`src/rtl/cond_exec_ctx_unit.sv`:
```
// Multi-context conditional-execution unit: per-context NZCV banks and
// predication windows that gate the decoder's PCSrc/RegWrite/MemWrite.
module cond_exec_ctx_unit #(
  parameter int NUM_CTX = 4,
  parameter int CNT_W   = 2,
  parameter int CTX_W   = (NUM_CTX > 1) ? $clog2(NUM_CTX) : 1
) (
  input  logic             clk,
  input  logic             reset,
  input  logic             valid_i,
  input  logic             stall_i,
  input  logic [CTX_W-1:0] ctx_i,
  input  logic [1:0]       op,
  input  logic [2:0]       Cond,
  input  logic [CNT_W-1:0] pred_len_i,
  input  logic [3:0]       ALUFlags,
  input  logic [1:0]       FlagW,
  input  logic             PCS,
  input  logic             RegW,
  input  logic             MemW,
  input  logic             NoWrite,
  output logic             PCSrc,
  output logic             RegWrite,
  output logic             MemWrite,
  output logic [3:0]       flags_o,
  output logic             pred_active_o
);

  localparam logic [1:0]     OP_BRANCH = 2'b10;
  localparam logic [1:0]     OP_PRED   = 2'b11;
  localparam logic [CTX_W:0] CTX_LIMIT = (CTX_W+1)'(NUM_CTX);

  logic [3:0]       flags_q [NUM_CTX];
  logic [CNT_W-1:0] cnt_q   [NUM_CTX];
  logic [2:0]       wcond_q [NUM_CTX];

  logic             ctx_ok;
  logic [CTX_W-1:0] ctx_idx;
  logic [3:0]       cur_flags;
  logic [CNT_W-1:0] cur_cnt;
  logic [2:0]       cur_wcond;
  logic             is_pred;
  logic             is_branch;
  logic             win_open;
  logic             instr_ok;
  logic             win_ok;
  logic             cond_ex;
  logic             gate_en;
  logic             flag_ok;
  logic             upd;

  // Flags are {N,Z,C,V}; only eight codes exist, the last being "always".
  function automatic logic eval_cond(input logic [2:0] cc, input logic [3:0] f);
    logic n, z, c, v;
    n = f[3];
    z = f[2];
    c = f[1];
    v = f[0];
    case (cc)
      3'b000:  eval_cond = z;
      3'b001:  eval_cond = ~z;
      3'b010:  eval_cond = (n != v);
      3'b011:  eval_cond = (n == v);
      3'b100:  eval_cond = ~z & (n == v);
      3'b101:  eval_cond = z | (n != v);
      3'b110:  eval_cond = c;
      default: eval_cond = 1'b1;
    endcase
  endfunction

  // Out-of-range contexts are steered to bank 0 for reads but never qualify.
  always_comb begin
    ctx_ok    = ({1'b0, ctx_i} < CTX_LIMIT);
    ctx_idx   = ctx_ok ? ctx_i : '0;
    cur_flags = flags_q[ctx_idx];
    cur_cnt   = cnt_q[ctx_idx];
    cur_wcond = wcond_q[ctx_idx];
  end

  always_comb begin
    is_pred   = (op == OP_PRED);
    is_branch = (op == OP_BRANCH);
    win_open  = (cur_cnt != '0);
    instr_ok  = is_branch ? eval_cond(Cond, cur_flags) : 1'b1;
    win_ok    = win_open ? eval_cond(cur_wcond, cur_flags) : 1'b1;
    cond_ex   = valid_i & ctx_ok & instr_ok & win_ok;
    gate_en   = cond_ex & ~is_pred;
    // A PRED instruction is never itself squashed by an open window.
    flag_ok   = valid_i & ctx_ok & (is_pred | (instr_ok & win_ok));
    upd       = valid_i & ~stall_i & ctx_ok;
  end

  always_comb begin
    PCSrc         = PCS & gate_en;
    MemWrite      = MemW & gate_en;
    RegWrite      = RegW & gate_en & ~NoWrite;
    flags_o       = ctx_ok ? cur_flags : 4'b0000;
    pred_active_o = ctx_ok & win_open;
  end

  // Only the bank of the issuing context is touched; others hold.
  always_ff @(posedge clk or negedge reset) begin
    if (!reset) begin
      for (int i = 0; i < NUM_CTX; i++) begin
        flags_q[i] <= 4'b0000;
        cnt_q[i]   <= '0;
        wcond_q[i] <= 3'b111;
      end
    end else if (upd) begin
      for (int i = 0; i < NUM_CTX; i++) begin
        if (ctx_idx == CTX_W'(i)) begin
          if (is_pred) begin
            wcond_q[i] <= Cond;
            cnt_q[i]   <= pred_len_i;
          end else if (cnt_q[i] != '0) begin
            cnt_q[i] <= cnt_q[i] - CNT_W'(1);
          end
          if (FlagW[1] & flag_ok) flags_q[i][3:2] <= ALUFlags[3:2];
          if (FlagW[0] & flag_ok) flags_q[i][1:0] <= ALUFlags[1:0];
        end
      end
    end
  end

endmodule

```
`config.mk`:
```
export PLATFORM = sky130hd
export DESIGN_NAME = cond_exec_ctx_unit
export DESIGN_NICKNAME = d
export VERILOG_FILES = /design/src/rtl/cond_exec_ctx_unit.sv
export SDC_FILE = /design/constraint.sdc
export NUM_CORES = 1
export LEC_CHECK = 0
export BUFFER_PORTS_ARGS = -buffer_cell sky130_fd_sc_hd__buf_2
export CORE_ASPECT_RATIO = 1.25
export CORE_MARGIN = 2
export CORE_UTILIZATION = 57
export DETAILED_ROUTE_END_ITERATION = 10
export PLACE_DENSITY_LB_ADDON = 0.12
export REMOVE_ABC_BUFFERS = 1
export SLEW_MARGIN = 10
export SYNTH_ARGS = -nofsm -noshare
export SYNTH_HDL_FRONTEND = slang
export SYNTH_SLANG_ARGS = --single-unit
```
`constraint.sdc`:
```
create_clock -name clk -period 3.6 [get_ports clk]
set_clock_uncertainty 0.1 [all_clocks]
set_input_delay 0.54 -clock clk [delete_from_list [all_inputs] [get_ports clk]]
set_output_delay 0.54 -clock clk [all_outputs]
set_load 0.005 [all_outputs]
```
==> results.cfg <==
[cts]
numCtsBuffers = 5
cts_sinks = 36
htreeDepth = 2
tritoncts = done
max-clock-path-buffers = 2
ctsHoldBuffers = 0
cts-resized-gates = 0
clk_pin_slew_ps = 80
cts_setup_buffers = 0
root_buffer = clkbuf_8
clk_latency_ps = 300

[routing]
vias_per_cell = 6.28
drt_iter0_drc = 95
drt-pass1-iter-count = 7
drt-wirelength-per-cell_um = 18.4
wl_um = 4700
vias = 1602
drc_errors = 3
ant_nets = 0

[setup_path]
reg2reg_slack_ps = 860
worstSetupEndpoint = RegWrite
cp.required_ps = 2960
r2r-start = flags_q[2]
cp-start-kind = input port
crit_path_start = ctx_i[0]
endpoint_kind = output port
crit_arrival_ps = 2850
crit_path_max_fanout = 12
worst_r2r_endpoint = flags_q[4]
reg2reg_depth = 8
path_class = in2out

[finish]
drive_above_1_share = 0.417
area_growth_pct = 13.5
stdcell_area_mm2 = 0.00243
final_cell_mix = 30 x buf_2, 24 x dfrtp_1, 16 x nor2_1
n_antenna_cell = 0
nFillCells = 267
finish.utilization = 0.685
final_cells = 255
layout.nets = 242
final_common_cell = buf_2

[timing]
period_share = 0.970
finalHoldWorstSlack_ps = 215
fin_crit_ps = 3490
hold_viol = 0
tns_ps = 0
final.setup.worst_slack_ps = 107
max-slew-margin-rel = 0.477
rsz0062_at_grt = no
setup_violations = 0
clock.fmax_mhz = 286
drv_slew = 0
worst_pin_slew_ps = 784

[global_route]
grt_pass1_wl_um = 7700
grt_use_total = 0.243
antenna_found_initial = 0
overflow = 0
grt_pass1_vias = 1667
grt_max_degree = 37

[placed_design]
preCtsSetupSlack_ps = 150
numPortBuffers = 30
dp_hpwl_um = 3630
place_area_mm2 = 0.00232
place_inst = 247
gp_congestion = 0.829

[synth]
synthMuxAreaShare = 0.221
synth-simple-area-share = 0.174
yosys_most_used_dff = dfrtp_1
syn-cell-area_mm2 = 0.00214
synthAdderAreaFrac = 0.0234
postSynth.asyncResetShare = 1.00
postSynthCellCount = 184
ys_seq_area_frac = 0.428
yosys.area.top_type = dfrtp_1
yosys-top-cells-area = dfrtp_1 28%, dfstp_2 15%, mux2_2 7.9%, mux4_2 7.4%, mux2_1 6.8%
synth_top_family_by_area = multiplexers
synth.ff_latch_count = 36
yosys.area.top_type_share = 0.281
synth_compound_area_frac = 0.101
synthXorXnorAreaFrac = 0.0158
syn_avg_cell_area_um2 = 11.6
synth-edff-count = 0
synth.distinct_cells = 42
synth_warnings = 0

[power]
ir_drop_uv = 606
p_total_mw = 1.47
leakagePower_nw = 1.08
powerDensity_mw_per_mm2 = 606

[floorplan]
num_rows = 24
start_util = 0.604
dieArea_mm2 = 0.00426
die_w_um = 58.8
core_mm2 = 0.00354
die_h_um = 72.5
io_pins = 31

[status]
status = finished with violations
violations = DRC

[min_path]
hp-class = in2async

[flow_run]
drv_cap = 0
## synthesized netlist by cell type, types with 2 or more instances
cell type and n:
dfrtp_1 24, mux2_1 13, and2_1 3, o21ai_0 2, mux2_2 15, nand3_2 8
nand2_1 9, inv_1 9, dfstp_2 12, nor3_1 2, buf_2 2, nor2_1 16
a21oi_1 13, nor4b_1 3, nand2b_1 3, ha_1 4, o22a_1 8, mux4_2 7
and3b_1 2, or2_2 2, clkbuf_1 5, or3_1 2
## worst min-delay path by stage
stage	startpoint	endpoint	slack, ps	cells past startpoint
after global placement	flags_q[7]	flags_q[7]	370	1
after floorplan	reset	cnt_q[0]	140	0
after global routing	reset	cnt_q[6]	290	1
after CTS	reset	cnt_q[7]	250	1
after detailed placement	flags_q[5]	flags_q[5]	380	1
final	reset	cnt_q[7]	210	1
## worst max-delay path, stage by stage
cell,delay (ps)
buf_2,170
buf_4,230
mux4_2,560
xor2_1,260
o32ai_1,120
a41oi_1,340
nand2_1,100
and4_1,240
and3b_1,170
buf_2,120
## cell type report
| cell class | count | area (µm²) | share of cell area |
|---|---|---|---|
| flip-flops and latches | 36 | 916 | 0.377 |
| well taps | 39 | 48.8 | 0.0201 |
| clock buffers | 5 | 68.8 | 0.0283 |
| clock inverters | 3 | 42.5 | 0.0175 |
| inverters | 9 | 33.8 | 0.0139 |
| multi-input cells | 130 | 1150 | 0.472 |
| repair buffers | 33 | 173 | 0.0711 |
## where the power goes
group	internal, mW	leakage, nW	total (mW)	switching (mW)
registers	0.538	0.425	0.617	0.0787
logic	0.245	0.603	0.500	0.254
clock network	0.205	0.0541	0.355	0.150
total	0.988	1.08	1.47	0.483
## cell families after synthesis
family / count (synthesis)
AOI/OAI and AO/OA: 29
xor gates and xnor gates: 3
muxes: 35
buffers and inverters: 18
and+or+nand+nor: 59
DFF: 36
adders and majority gates: 4
## metal layers
metal  vias up  track usage  share of wire  wire (µm)
met4         0       0.0934          0.018         85
met2        46        0.417           0.52       2470
met1       805        0.288           0.41       1910
met5         -            0              0          0
met3         8       0.0606          0.051        240
li1        743            -              -          -
## sequential cells by signal, indices dropped and copies added, names as in the netlist
name,flops
cnt_q,8
flags_q,16
wcond_q,12
Power figures use the tool's default switching activity.
